$ cat config.mk
export PLATFORM = sky130hd
export DESIGN_NAME = jimmy
export DESIGN_NICKNAME = d
export VERILOG_FILES = /design/src/rtl/jimmy.sv
export SDC_FILE = /design/constraint.sdc
export NUM_CORES = 1
export LEC_CHECK = 0
export CAP_MARGIN = 20
export CORE_MARGIN = 3
export CORE_UTILIZATION = 55
export CTS_CLUSTER_SIZE = 40
export DETAILED_ROUTE_END_ITERATION = 10
export HOLD_SLACK_MARGIN = 0.08
export PLACE_DENSITY = 0.79
export RECOVER_POWER = 50
export SYNTH_ARGS = -nofsm -noshare
export SYNTH_HDL_FRONTEND = slang
export SYNTH_SLANG_ARGS = --single-unit
$ cat constraint.sdc
create_clock -name jimmy_clk -period 5.4 [get_ports jimmy_clk]
set_clock_uncertainty 0.15 [all_clocks]
set_input_delay 1.08 -clock jimmy_clk [delete_from_list [all_inputs] [get_ports jimmy_clk]]
set_output_delay 1.08 -clock jimmy_clk [all_outputs]
set_load 0.01 [all_outputs]
$ cat src/rtl/jimmy.sv
// jimmy: 8-bit accumulator-less microcontroller with four registers, four I/O ports and a fetch/operand FSM
module jimmy (
  input  logic       jimmy_clk,
  input  logic       reset,
  output logic [7:0] inst_address_bus,
  input  logic [7:0] inst_data_bus,
  input  logic [7:0] in_port_0,
  input  logic [7:0] in_port_1,
  input  logic [7:0] in_port_2,
  input  logic [7:0] in_port_3,
  output logic [7:0] out_port_0,
  output logic [7:0] out_port_1,
  output logic [7:0] out_port_2,
  output logic [7:0] out_port_3,
  output logic [3:0] out_strobe
);
  typedef enum logic {FETCH, OPERAND} state_t;
  state_t     state;
  logic [7:0] pc, ir, pc_inc, ins, a, b;
  logic [7:0] r [4];
  logic [7:0] out_q [4];
  logic [7:0] in_p [4];
  logic [3:0] op;
  logic [1:0] rd, rs;
  logic [8:0] alu;
  logic       z, c, wr_alu, upd_flags, taken;
  assign inst_address_bus = pc;
  assign in_p = '{in_port_0, in_port_1, in_port_2, in_port_3};
  assign out_port_0 = out_q[0];
  assign out_port_1 = out_q[1];
  assign out_port_2 = out_q[2];
  assign out_port_3 = out_q[3];
  assign ins    = state == OPERAND ? ir : inst_data_bus;
  assign op     = ins[7:4];
  assign rd     = ins[3:2];
  assign rs     = ins[1:0];
  assign a      = r[rd];
  assign b      = r[rs];
  assign pc_inc = pc + 8'd1;
  // bit 8 of the ALU result is the next carry/borrow flag
  always_comb begin
    alu = op == 4'h3 ? {1'b0, a} + {1'b0, b} :
          op == 4'h4 || op == 4'hE ? {1'b0, a} - {1'b0, b} :
          op == 4'h5 ? {1'b0, a & b} :
          op == 4'h6 ? {1'b0, a | b} :
          op == 4'h7 ? {1'b0, a ^ b} :
          op == 4'h8 ? {1'b0, a} + 9'd1 :
          op == 4'h9 ? {1'b0, a} - 9'd1 :
          op == 4'hD ? {a[0], 1'b0, a[7:1]} : {1'b0, a};
    wr_alu    = (op >= 4'h3 && op <= 4'h9) || op == 4'hD;
    upd_flags = wr_alu || op == 4'hE;
    taken     = rd == 2'd0 || (rd == 2'd1 && z) || (rd == 2'd2 && !z) || (rd == 2'd3 && c);
  end
  always_ff @(posedge jimmy_clk) begin
    if (reset) begin
      state      <= FETCH;
      pc         <= '0;
      ir         <= '0;
      z          <= 1'b0;
      c          <= 1'b0;
      r          <= '{default: '0};
      out_q      <= '{default: '0};
      out_strobe <= '0;
    end else begin
      out_strobe <= '0;
      if (state == OPERAND) begin
        state <= FETCH;
        if (op == 4'h1) begin
          r[rd] <= inst_data_bus;
          pc    <= pc_inc;
        end else
          pc <= taken ? inst_data_bus : pc_inc;
      end else if (op == 4'h1 || op == 4'hC) begin
        ir    <= inst_data_bus;
        pc    <= pc_inc;
        state <= OPERAND;
      end else if (op != 4'hF) begin
        pc <= pc_inc;
        if (wr_alu) r[rd] <= alu[7:0];
        if (upd_flags) begin
          z <= alu[7:0] == 8'd0;
          c <= alu[8];
        end
        if (op == 4'h2) r[rd] <= b;
        if (op == 4'hA) r[rd] <= in_p[rs];
        if (op == 4'hB) begin
          out_q[rs]  <= a;
          out_strobe <= 4'b0001 << rs;
        end
      end
    end
  end
endmodule

==> out/metrics.cfg, run 1 <==
[timing]
post-route-min-period_ps=5040
drv_slew=0
finalSetupViolCount=0
max_freq_ghz=0.198
rsz0062_at_grt=no
setup_ws_ps=360
timing_hold_violations_final=0
slew-limit-headroom_pct=33.4
tightest_slew_ps=999
whs_ps=298
fin_crit_sh_pct=93.3
final.setup.tns_ps=0

[logic_synthesis]
synthCells=952
synth_seq_cells=87
yosys-top-cells-area=dfxtp_1, nor2_1, mux2i_1
yosysWarnings=0
synth-edff-count=0
synth_flop_cell=dfxtp_1
synth_largest_area_cell=dfxtp_1
yosysUniqueCellTypes=97
ys_async_sr_fraction_pct=0
syn_avg_cell_area_um2=7.82
syn_area_mm2=0.00745
synth_commonest_cells=nor2_1, nand2_1, dfxtp_1, a21oi_1, o21ai_0
syn_nets=1022
seq_area_frac_synth_pct=23.4
yosysTopAreaCellShare_pct=23.4
synth_most_common_cell=nor2_1

[clock_tree]
ctsResizeCount=0
ctsHoldBuffers=0
clock-root-buffer=clkbuf_16
clk_latency_ps=360
cts_setup_buffers=0
clock_path_buffers=2
htree_levels=3
cts_buffers=9
cts_sinks=87
cts_tree=yes
clkTransAtPathRegs_ps=70

[placement]
dp_hpwl_um=20900
dp_slack_ps=77.3
dpl-instance-area_mm2=0.00859
gp_congestion=1.06
port_buffers=85

[detailed_routing]
ant_nets=0
wire_per_inst_um=22.8
vias=8347
via_per_inst=6.88
routed_wl_um=27700
first_pass_iters=6
initialDrtViolationCount=1452
drc=0

[finish]
finalNetCount=1106
design_area_mm2=0.00888
diodes=0
drive_gt1_share_pct=11.1
syn_to_final_growth_pct=19.3
postLayoutCoreUtil_pct=68.7

[grt]
antenna_found_initial=0
grt-ovfl-total=0
grt_pass1_wl_um=42500
grt_util_all_layers_pct=36.8
grt_pass1_vias=7452
grt_max_degree=47

[setup_path]
path_max_fanout=6
endpoint_kind=flop
arrival_ps=5150
start_kind=input port
crit_required_ps=5510
crit_type=input port to flop

[power_and_ir_drop]
power_density_mw_per_mm2=264
p_seq_share_pct=31.2
p_clk_share_pct=27.4
leakage_nw=3.51
p_int_mw=1.43
vdd_ir_drop_max_uv=242
comb_power_share_pct=41.4
swShare_pct=39.2
p_sw_mw=0.920

[floorplanning]
die_w_um=122
initial_core_util_pct=57.6
ios=86
dieArea_mm2=0.0150
coreArea_mm2=0.0129
chipHeight_um=122
rows=41

[flow_run]
cap_viol_max_count=0

[hold_path]
worst_hold_path_type=flop to flop

[outcome]
outcome=completed

layout by cell type (no fill, tap or decap), types with 29 or more instances in the layout:
cell	n
buf_4	40
a21oi_1	62
mux2i_1	47
dlygate4sd3_1	45
o21ai_0	53
inv_1	29
nor2_1	134
clkdlybuf4s50_1	39
nand2_1	100
dfxtp_1	86
cell type report:
type | count | area (µm²)
Clock buffer | 10 | 229
Fill cell | 1142 | 4040
Clock inverter | 6 | 67.6
Inverter | 34 | 140
Tap cell | 172 | 215
Multi-Input combinational cell | 777 | 5320
Sequential cell | 87 | 1740
Timing Repair Buffer | 127 | 1170
logic make-up (layout without fill, tap and decap cells):
family	count (synthesis)	in the layout	synth area share, %
DFF	87	87	23.4
muxes	74	74	13.2
xor gates and xnor gates	6	6	0.706
and+or+nand+nor	371	371	24.3
buffers and inverters	88	177	5.33
AOI/OAI and AO/OA	298	298	28.2
adders and majority gates	28	28	4.91
routing by layer:
layer / share of wire, % / track usage [%]
met3: 12 / 10.7
met4: 3.6 / 12.0
met5: 0 / 0
met2: 41 / 51.7
met1: 43 / 53.7
power groups by stage:
stage | sequential, mW | clock (mW) | combinational (mW)
final | 0.732 | 0.643 | 0.970
after global routing | 0.734 | 0.667 | 1.04
after CTS | 0.729 | 0.645 | 0.940
after global placement | 0.743 | 0 | 0.932
after detailed placement | 0.743 | 0 | 0.936
after floorplan | 0.727 | 0 | 0.649
flip-flops by register name, summed over array words and instances, names as in the netlist, 4 cells and up:
register	flops
inst_address_bus	8
ir	8
out_port_0	8
out_port_1	8
out_port_2	8
out_port_3	8
out_strobe	4
r	32
path summary, 6_finish.rpt:
path | from | depth (start not counted) | slack (ps) | to
max | inst_data_bus[0] | 14 | 360 | r[30]
min | out_port_2[7] | 2 | 300 | out_port_2[7]
max reg2reg | state | 14 | 900 | r[30]
min reg2reg | out_port_2[7] | 2 | 300 | out_port_2[7]
through the flow:
step                cells  power, mW
floorplan             952       1.38
global placement     1197       1.67
detailed placement   1197       1.68
CTS                  1213       2.31
global route         1213       2.44
finish               1213       2.35
worst max-delay path: stages:
cell             delay, ps
clkdlybuf4s50_1        510
mux2i_4                290
mux4_2                 630
ha_1                   260
fa_1                   430
a21o_1                 220
a21oi_1                240
o21ai_0                120
a21o_1                 210
xnor2_1                140
o22ai_1                130
a2111oi_4              470
o221ai_2               140
a311oi_1               280
Note: power is estimated with default switching activity, not from simulation.
==> run 2, diff against run 1 <==
--- a/config.mk
+++ b/config.mk
@@ -5,7 +5,7 @@
 export SDC_FILE = /design/constraint.sdc
 export NUM_CORES = 1
 export LEC_CHECK = 0
-export CAP_MARGIN = 20
+export CAP_MARGIN = 30
 export CORE_MARGIN = 3
 export CORE_UTILIZATION = 55
 export CTS_CLUSTER_SIZE = 40
==> results of run 2 <==
Same layout as run 1: the final DEF is identical, and so are final timing and power.
